--- src/rtl/mips_pipe_defs.sv ---
// mips_pipe_defs: shared field-width defaults and ID/EX occupancy state encoding.
// No ports; imported by the ID/EX buffer and its payload register.
package mips_pipe_defs;
    localparam int DEF_DATA_W = 32;
    localparam int DEF_REG_W  = 5;

    typedef enum logic [1:0] {
        EMPTY = 2'd0,
        ONE   = 2'd1,
        TWO   = 2'd2
    } state_t;
endpackage

--- src/rtl/pipe_payload_reg.sv ---
// pipe_payload_reg: six-field ID/EX payload register with synchronous clear and load.
// Ports: clk; clear (zeroes all fields, wins over load); load (captures d_*);
//        d_adder/d_rd1/d_rd2/d_sext/d_ins_a/d_ins_b in; q_* registered copies out.
module pipe_payload_reg
    import mips_pipe_defs::*;
#(
    parameter int DATA_W = DEF_DATA_W,
    parameter int REG_W  = DEF_REG_W
) (
    input  logic              clk,
    input  logic              clear,
    input  logic              load,
    input  logic [DATA_W-1:0] d_adder,
    input  logic [DATA_W-1:0] d_rd1,
    input  logic [DATA_W-1:0] d_rd2,
    input  logic [DATA_W-1:0] d_sext,
    input  logic [REG_W-1:0]  d_ins_a,
    input  logic [REG_W-1:0]  d_ins_b,
    output logic [DATA_W-1:0] q_adder,
    output logic [DATA_W-1:0] q_rd1,
    output logic [DATA_W-1:0] q_rd2,
    output logic [DATA_W-1:0] q_sext,
    output logic [REG_W-1:0]  q_ins_a,
    output logic [REG_W-1:0]  q_ins_b
);
    always_ff @(posedge clk) begin
        if (clear) begin
            q_adder <= '0;
            q_rd1   <= '0;
            q_rd2   <= '0;
            q_sext  <= '0;
            q_ins_a <= '0;
            q_ins_b <= '0;
        end else if (load) begin
            q_adder <= d_adder;
            q_rd1   <= d_rd1;
            q_rd2   <= d_rd2;
            q_sext  <= d_sext;
            q_ins_a <= d_ins_a;
            q_ins_b <= d_ins_b;
        end
    end
endmodule

--- src/rtl/buffer_id_ex_hs.sv ---
// buffer_id_ex_hs: valid/ready ID/EX pipeline register with optional skid entry and flush.
// Ports: clk, rst_n (sync, active-low), flush (drop all entries);
//        in_valid/in_ready + inAdder/inRD1/inRD2/inSignExt/inInsA/inInsB from ID;
//        out_valid/out_ready + outAdder/outRD1/outRD2/outSignExt/outInsA/outInsB to EX;
//        occupancy = number of held entries (0..2).
module buffer_id_ex_hs
    import mips_pipe_defs::*;
#(
    parameter int DATA_W = DEF_DATA_W,
    parameter int REG_W  = DEF_REG_W,
    parameter bit SKID   = 1'b1
) (
    input  logic              clk,
    input  logic              rst_n,
    input  logic              flush,
    input  logic              in_valid,
    output logic              in_ready,
    input  logic [DATA_W-1:0] inAdder,
    input  logic [DATA_W-1:0] inRD1,
    input  logic [DATA_W-1:0] inRD2,
    input  logic [DATA_W-1:0] inSignExt,
    input  logic [REG_W-1:0]  inInsA,
    input  logic [REG_W-1:0]  inInsB,
    output logic              out_valid,
    input  logic              out_ready,
    output logic [DATA_W-1:0] outAdder,
    output logic [DATA_W-1:0] outRD1,
    output logic [DATA_W-1:0] outRD2,
    output logic [DATA_W-1:0] outSignExt,
    output logic [REG_W-1:0]  outInsA,
    output logic [REG_W-1:0]  outInsB,
    output logic [1:0]        occupancy
);
    state_t state, state_nx;
    logic ready_q;
    logic in_xfer, out_xfer, clr, main_load, main_from_skid, skid_load;
    logic [DATA_W-1:0] s_adder, s_rd1, s_rd2, s_sext;
    logic [REG_W-1:0]  s_ins_a, s_ins_b;

    // Gating with rst_n keeps in_ready low during reset while the flop itself
    // resets high so the stage is ready the first cycle after release.
    assign in_ready       = rst_n && (SKID ? ready_q : (!out_valid || out_ready));
    assign out_valid      = state != EMPTY;
    assign occupancy      = state;
    assign in_xfer        = in_valid && in_ready;
    assign out_xfer       = out_valid && out_ready;
    assign clr            = !rst_n || flush;
    assign main_from_skid = state == TWO && out_xfer;
    assign main_load      = (in_xfer && (state == EMPTY || out_xfer)) || main_from_skid;
    assign skid_load      = SKID && state == ONE && in_xfer && !out_xfer;

    always_comb begin
        state_nx = state;
        case (state)
            EMPTY: if (in_xfer) state_nx = ONE;
            ONE: begin
                if (in_xfer && !out_xfer) state_nx = SKID ? TWO : ONE;
                else if (!in_xfer && out_xfer) state_nx = EMPTY;
            end
            TWO: if (out_xfer) state_nx = ONE;
            default: state_nx = EMPTY;
        endcase
        if (flush) state_nx = EMPTY;
    end

    always_ff @(posedge clk) begin
        if (!rst_n) begin
            state   <= EMPTY;
            ready_q <= 1'b1;
        end else begin
            state   <= state_nx;
            ready_q <= state_nx != TWO;
        end
    end

    pipe_payload_reg #(.DATA_W(DATA_W), .REG_W(REG_W)) u_main (
        .clk    (clk),
        .clear  (clr),
        .load   (main_load),
        .d_adder(main_from_skid ? s_adder : inAdder),
        .d_rd1  (main_from_skid ? s_rd1   : inRD1),
        .d_rd2  (main_from_skid ? s_rd2   : inRD2),
        .d_sext (main_from_skid ? s_sext  : inSignExt),
        .d_ins_a(main_from_skid ? s_ins_a : inInsA),
        .d_ins_b(main_from_skid ? s_ins_b : inInsB),
        .q_adder(outAdder),
        .q_rd1  (outRD1),
        .q_rd2  (outRD2),
        .q_sext (outSignExt),
        .q_ins_a(outInsA),
        .q_ins_b(outInsB)
    );

    generate
        if (SKID) begin : g_skid
            // Skid empties when its beat moves into main.
            pipe_payload_reg #(.DATA_W(DATA_W), .REG_W(REG_W)) u_skid (
                .clk    (clk),
                .clear  (clr || main_from_skid),
                .load   (skid_load),
                .d_adder(inAdder),
                .d_rd1  (inRD1),
                .d_rd2  (inRD2),
                .d_sext (inSignExt),
                .d_ins_a(inInsA),
                .d_ins_b(inInsB),
                .q_adder(s_adder),
                .q_rd1  (s_rd1),
                .q_rd2  (s_rd2),
                .q_sext (s_sext),
                .q_ins_a(s_ins_a),
                .q_ins_b(s_ins_b)
            );
        end else begin : g_noskid
            assign s_adder = '0;
            assign s_rd1   = '0;
            assign s_rd2   = '0;
            assign s_sext  = '0;
            assign s_ins_a = '0;
            assign s_ins_b = '0;
        end
    endgenerate
endmodule

--- config.mk ---
export PLATFORM = sky130hd
export DESIGN_NAME = buffer_id_ex_hs
export DESIGN_NICKNAME = d
export VERILOG_FILES = /design/src/rtl/mips_pipe_defs.sv /design/src/rtl/pipe_payload_reg.sv /design/src/rtl/buffer_id_ex_hs.sv
export SDC_FILE = /design/constraint.sdc
export NUM_CORES = 1
export LEC_CHECK = 0
export ABC_AREA = 1
export BUFFER_PORTS_ARGS = -buffer_cell sky130_fd_sc_hd__clkbuf_2
export CAP_MARGIN = 20
export CORE_ASPECT_RATIO = 1.2
export CORE_MARGIN = 1
export CORE_UTILIZATION = 55
export DETAILED_ROUTE_END_ITERATION = 10
export PLACE_DENSITY = 0.8
export REMOVE_ABC_BUFFERS = 1
export SYNTH_ARGS = -nofsm -noshare
export SYNTH_HDL_FRONTEND = slang
export SYNTH_HIERARCHICAL = 1
export SYNTH_SLANG_ARGS = --single-unit
--- constraint.sdc ---
create_clock -name clk -period 2 [get_ports clk]
set_input_delay 0.4 -clock clk [delete_from_list [all_inputs] [get_ports clk]]
set_output_delay 0.4 -clock clk [all_outputs]
set_load 0.05 [all_outputs]
==> flow_summary.json, run 1 <==
{
  "start_kind": "flop",
  "syn_to_final_growth_pct": 16.9,
  "path_class": "reg2reg",
  "drive_gt1_share_pct": 14.7,
  "antenna_found_initial": 3,
  "ys_ff_latch": 279,
  "final_cell_area_um2": 15700,
  "fmax_mhz": 546,
  "drc_errors": 0,
  "crit_path_max_fanout": 51,
  "gp_congestion": 0.852,
  "finalPower_mw": 12.9,
  "worstPathArrival_ps": 2250,
  "clock_skew_ps": 8.98,
  "layout_common_cells": "nand2_1 (973), nor2_1 (558), inv_1 (284), clkbuf_2 (284), dfxtp_1 (279)",
  "wl_mm": 31.2,
  "wl_per_cell_um": 11.2,
  "initial_core_util_pct": 56.0,
  "syn_area_per_cell_um2": 6.02,
  "root_buffer": "clkbuf_16",
  "dp_hpwl_mm": 20.3,
  "grt_first_pass_wirelength_mm": 51.7,
  "rows": 62,
  "ant_nets": 0,
  "status": "finished clean",
  "via_per_inst": 4.59,
  "whs_ps": 113,
  "post-route-period-util_pct": 91.5,
  "io_pins": 285,
  "vias": 12800,
  "final-setup-viol-count": 0,
  "p_leak_nw": 8.31,
  "yosysWarnings": 6,
  "grt_usage_pct": 24.9,
  "fp.dieH_um": 173,
  "post-place-cells": 2739,
  "cts_tree": "yes",
  "die_x_um": 145,
  "grt_max_degree": 105,
  "cts_sinks": 279,
  "port_buffers": 284,
  "layout_commonest_cell": "nand2_1",
  "drtPass1Iterations": 5,
  "cts_max_level": 1,
  "fill_cells": 2181,
  "min_period_ps": 1830,
  "postSynthCellCount": 2228,
  "grt_pass1_vias": 11500,
  "worstHoldPathType": "in2reg",
  "die-area_um2": 25000,
  "ctsHoldBuffers": 0,
  "power_density_nw_per_um2": 821,
  "grt-ovfl-total": 0,
  "worst_setup_path_end_kind": "flop",
  "ys_seq_area_share_pct": 41.6,
  "place_area_um2": 14800,
  "drt_iter0_drc": 637,
  "nets": 2591,
  "final_cells": 2790,
  "core_um2": 24000,
  "fin_util_pct": 65.5,
  "post_cts_buffers": 0,
  "cts_resized": 0,
  "numCtsBuffers": 27,
  "yosysUniqueCellTypes": 13,
  "clk_path_buf_depth": 3,
  "maxSlewHeadroom_pct": 66.1,
  "rsz0062_at_grt": "no",
  "required_ps": 2420,
  "cap_violations": 0,
  "clk_pin_slew_ps": 60,
  "ir_drop_v": 0.000675,
  "syn_area_um2": 13400,
  "clk_latency_ps": 540,
  "drv_slew": 0,
  "worst_pin_slew_ps": 508,
  "finalHoldViolCount": 0
}
-- routing by layer --
layer  vias up  part of all wire [%]  GRT usage [%]
met5         -                 0.054              0
met4         2                   3.2           9.87
met3        71                   5.9           3.43
met2       351                    49           44.7
met1      5604                    42           29.3
li1       6775                     -              -
-- Yosys cell counts, drive strengths merged --
library cell / count / share of area, %
nand2: 973 / 27
nor2: 560 / 16
inv: 288 / 8.1
dfxtp: 279 / 42
buf: 119 / 7.1
clkbuf: 3 / 0.084
nand3: 3 / 0.11
o21ai: 2 / 0.075
a21oi: 1 / 0.037
-- cell families after synthesis --
logic type,after synthesis,share of synthesized area (%)
flip-flops,279,41.6
AO/OA/AOI/OAI,3,0.112
AND/OR/NAND/NOR,1536,43.0
buffers and inverters,410,15.2
-- critical path, stage by stage, from the launching register on --
cell and delay [ps]:
dfxtp_1 400, nand2_1 130, nor2_4 130, a21oi_1 90, o21ai_4 170, buf_4 510, nand2_1 120, nand2_1 90
nor2_1 50
-- report_power, final --
part           internal, mW  total, mW  switching [mW]
combinational         0.549       1.78            1.23
sequential             5.70       5.79          0.0844
clock                  3.17       5.31            2.14
-- final cells by class --
class | count | area [um^2] | share of cell area [%]
clock inverter | 7 | 114 | 0.726
clock buffer | 42 | 812 | 5.17
tap | 320 | 400 | 2.55
inverter | 288 | 1090 | 6.94
sequential | 279 | 5590 | 35.6
timing repair buffer | 313 | 1880 | 12.0
multi-input combinational | 1539 | 5810 | 37.0
antenna | 2 | 5.00 | 0.0319
-- sequential cells by signal, indices dropped and copies added, names as in the netlist --
name,count
u_main/q_ins_b,5
g_skid.u_skid/q_ins_b,5
u_main/q_adder,32
u_main/q_rd2,32
ready_q,1
u_main/q_rd1,32
u_main/q_ins_a,5
g_skid.u_skid/q_rd1,32
occupancy,2
g_skid.u_skid/q_rd2,32
u_main/q_sext,32
g_skid.u_skid/q_ins_a,5
g_skid.u_skid/q_adder,32
g_skid.u_skid/q_sext,32
-- final timing paths --
path                                       start          endpoint  slack, ps  depth (start not counted)
worst min register to register  u_main/q_sext[7]  u_main/q_sext[7]        470                          2
worst max-delay path                occupancy[1]  u_main/q_rd1[11]        170                          8
worst max register to register      occupancy[1]  u_main/q_rd1[11]        170                          8
worst min-delay path                       rst_n      occupancy[0]        110                          3
-- per-stage QoR --
stage               worst slack, ps  setup TNS [ps]
floorplan                    -13020        -2876140
global placement               96.6               0
detailed placement             24.1               0
CTS                             152               0
global route                   48.2               0
finish                          170               0
Note: power is estimated with default switching activity, not from simulation.
==> run 2, diff against run 1 <==
--- a/config.mk
+++ b/config.mk
@@ -11,6 +11,7 @@
 export CORE_ASPECT_RATIO = 1.2
 export CORE_MARGIN = 1
 export CORE_UTILIZATION = 55
+export CTS_BUF_LIST = sky130_fd_sc_hd__clkbuf_16
 export DETAILED_ROUTE_END_ITERATION = 10
 export PLACE_DENSITY = 0.8
 export REMOVE_ABC_BUFFERS = 1
==> run 2 against run 1 <==
Effect of this change: fmax is 0.53% higher; sequential power hardly changed; first-iteration DRC count is 1.7% higher; wire length is 0.48% lower; count of clock-buffer cells in the layout is 15 lower; final cell count stayed put; hold slack better by 0.98 ps; sequential share of layout area is 0.18 points higher; power is 2.8% lower; non-clock buffer count stayed put; critical path depth stayed put; die area stayed put; critical path type unchanged; largest cell class unchanged.
==> flow_summary.json, run 2 (synthesized netlist as in run 1, its figures left out) <==
{
  "core_um2": 24000,
  "drtPass1Iterations": 4,
  "die_x_um": 145,
  "ir_drop_v": 0.000674,
  "clk_pin_slew_ps": 60,
  "crit_family": "simple AND/OR/NAND/NOR gates",
  "wl_mm": 31.1,
  "postLayoutSetupSlackWorst_ps": 180,
  "dp_hpwl_mm": 20.3,
  "cts_sinks": 279,
  "layout_common_cells": "nand2_1 (973), nor2_1 (558), inv_1 (291)",
  "fin_setup_tns_ps": 0,
  "worstHoldPathType": "in2reg",
  "final-setup-viol-count": 0,
  "worstPathArrival_ps": 2250,
  "final_cells": 2790,
  "power_density_nw_per_um2": 802,
  "place_ws_ps": 24.1,
  "rsz0062_at_grt": "no",
  "p_leak_nw": 8.29,
  "post_cts_buffers": 0,
  "grt_first_pass_wirelength_mm": 51.4,
  "syn_to_final_growth_pct": 16.3,
  "crit_buf_inv": 1,
  "cap_violations": 0,
  "grt-ovfl-total": 0,
  "clk_path_buf_depth": 3,
  "port_buffers": 284,
  "via_per_inst": 4.58,
  "status": "finished clean",
  "ctsHoldBuffers": 0,
  "fmax_mhz": 549,
  "fp.dieH_um": 173,
  "post-place-cells": 2739,
  "grt_usage_pct": 24.7,
  "numCtsBuffers": 27,
  "root_buffer": "clkbuf_16",
  "drv_slew": 0,
  "rows": 62,
  "clk_latency_ps": 540,
  "grt_max_degree": 105,
  "die-area_um2": 25000,
  "min_period_ps": 1820,
  "vias": 12800,
  "clock_skew_ps": 7.70,
  "wl_per_cell_um": 11.1,
  "required_ps": 2420,
  "gp_congestion": 0.852,
  "crit_path_max_fanout": 51,
  "finalHoldViolCount": 0,
  "drt_iter0_drc": 648,
  "antenna_found_initial": 3,
  "grt_pass1_vias": 11400,
  "cts_resized": 0,
  "maxSlewHeadroom_pct": 66.4,
  "cts_max_level": 1,
  "cts_tree": "yes",
  "nets": 2591,
  "path_class": "reg2reg",
  "slowest_delay_ps": 510,
  "layout_commonest_cell": "nand2_1",
  "initial_core_util_pct": 56.0,
  "cp_cell_sequence": "nand2_1 -> nor2_4 -> a21oi_1 -> o21ai_4 -> buf_4 -> nand2_1 -> nand2_1 -> nor2_1",
  "drive_gt1_share_pct": 14.3,
  "start_kind": "flop",
  "worst_path_most_repeated_cell": "nand2_1",
  "cp_slowest_cell": "buf_4",
  "whs_ps": 114,
  "worst_setup_path_end_kind": "flop",
  "ant_nets": 0,
  "drc_errors": 0,
  "io_pins": 285,
  "worst_pin_slew_ps": 504,
  "post-route-period-util_pct": 91.0
}
[run 2: cell types whose count changed in the layout (fill, tap and decap cells not counted)]
cell and change:
clkbuf_8 -8, clkinv_1 +8, clkbuf_1 -7, inv_1 +7
[run 2: area by class of cell]
class	count	area (um^2)
antenna	2	5.00
clock buffer	27	676
clock inverter	22	170
fill	2197	8360
inverter	288	1090
multi-input combinational	1539	5810
sequential	279	5590
tap	320	400
timing repair buffer	313	1880
[run 2: power by group]
group	leakage [nW]	internal, mW	switching [mW]
registers	2.26	5.70	0.0843
clock network	0.441	2.82	2.13
logic	5.59	0.549	1.23
[run 2: layer usage]
metal,vias to the layer above,global-route usage [%],wire (um)
li1,6780,-,-
met1,5582,29.3,13100
met2,336,44.0,15000
met3,72,3.24,1850
met4,2,10.2,1070
met5,-,0,17
[run 2: per-stage QoR]
step | power (mW) | util, % | area (um^2)
after CTS | 12.6 | 65.1 | 15600
after global routing | 13.1 | 65.1 | 15600
final | 12.5 | 65.1 | 15600
after detailed placement | 7.68 | 61.6 | 14800
after global placement | 7.65 | 61.6 | 14800
after floorplan | 7.58 | - | 12500
[run 2: path summary, 6_finish.rpt]
check                          from  depth (start not counted)  slack [ps]                 to
setup / recovery       occupancy[1]                          8         180   u_main/q_rd1[11]
hold / removal                rst_n                          3         110       occupancy[0]
setup reg to reg       occupancy[1]                          8         180   u_main/q_rd1[11]
hold reg to reg   u_main/q_sext[28]                          2         470  u_main/q_sext[28]
[run 2: tightest hold or removal path: cells and delay by family]
family                 cells  cell delay (ps)
and+or+nand+nor            1               30
buffers and inverters      2              180
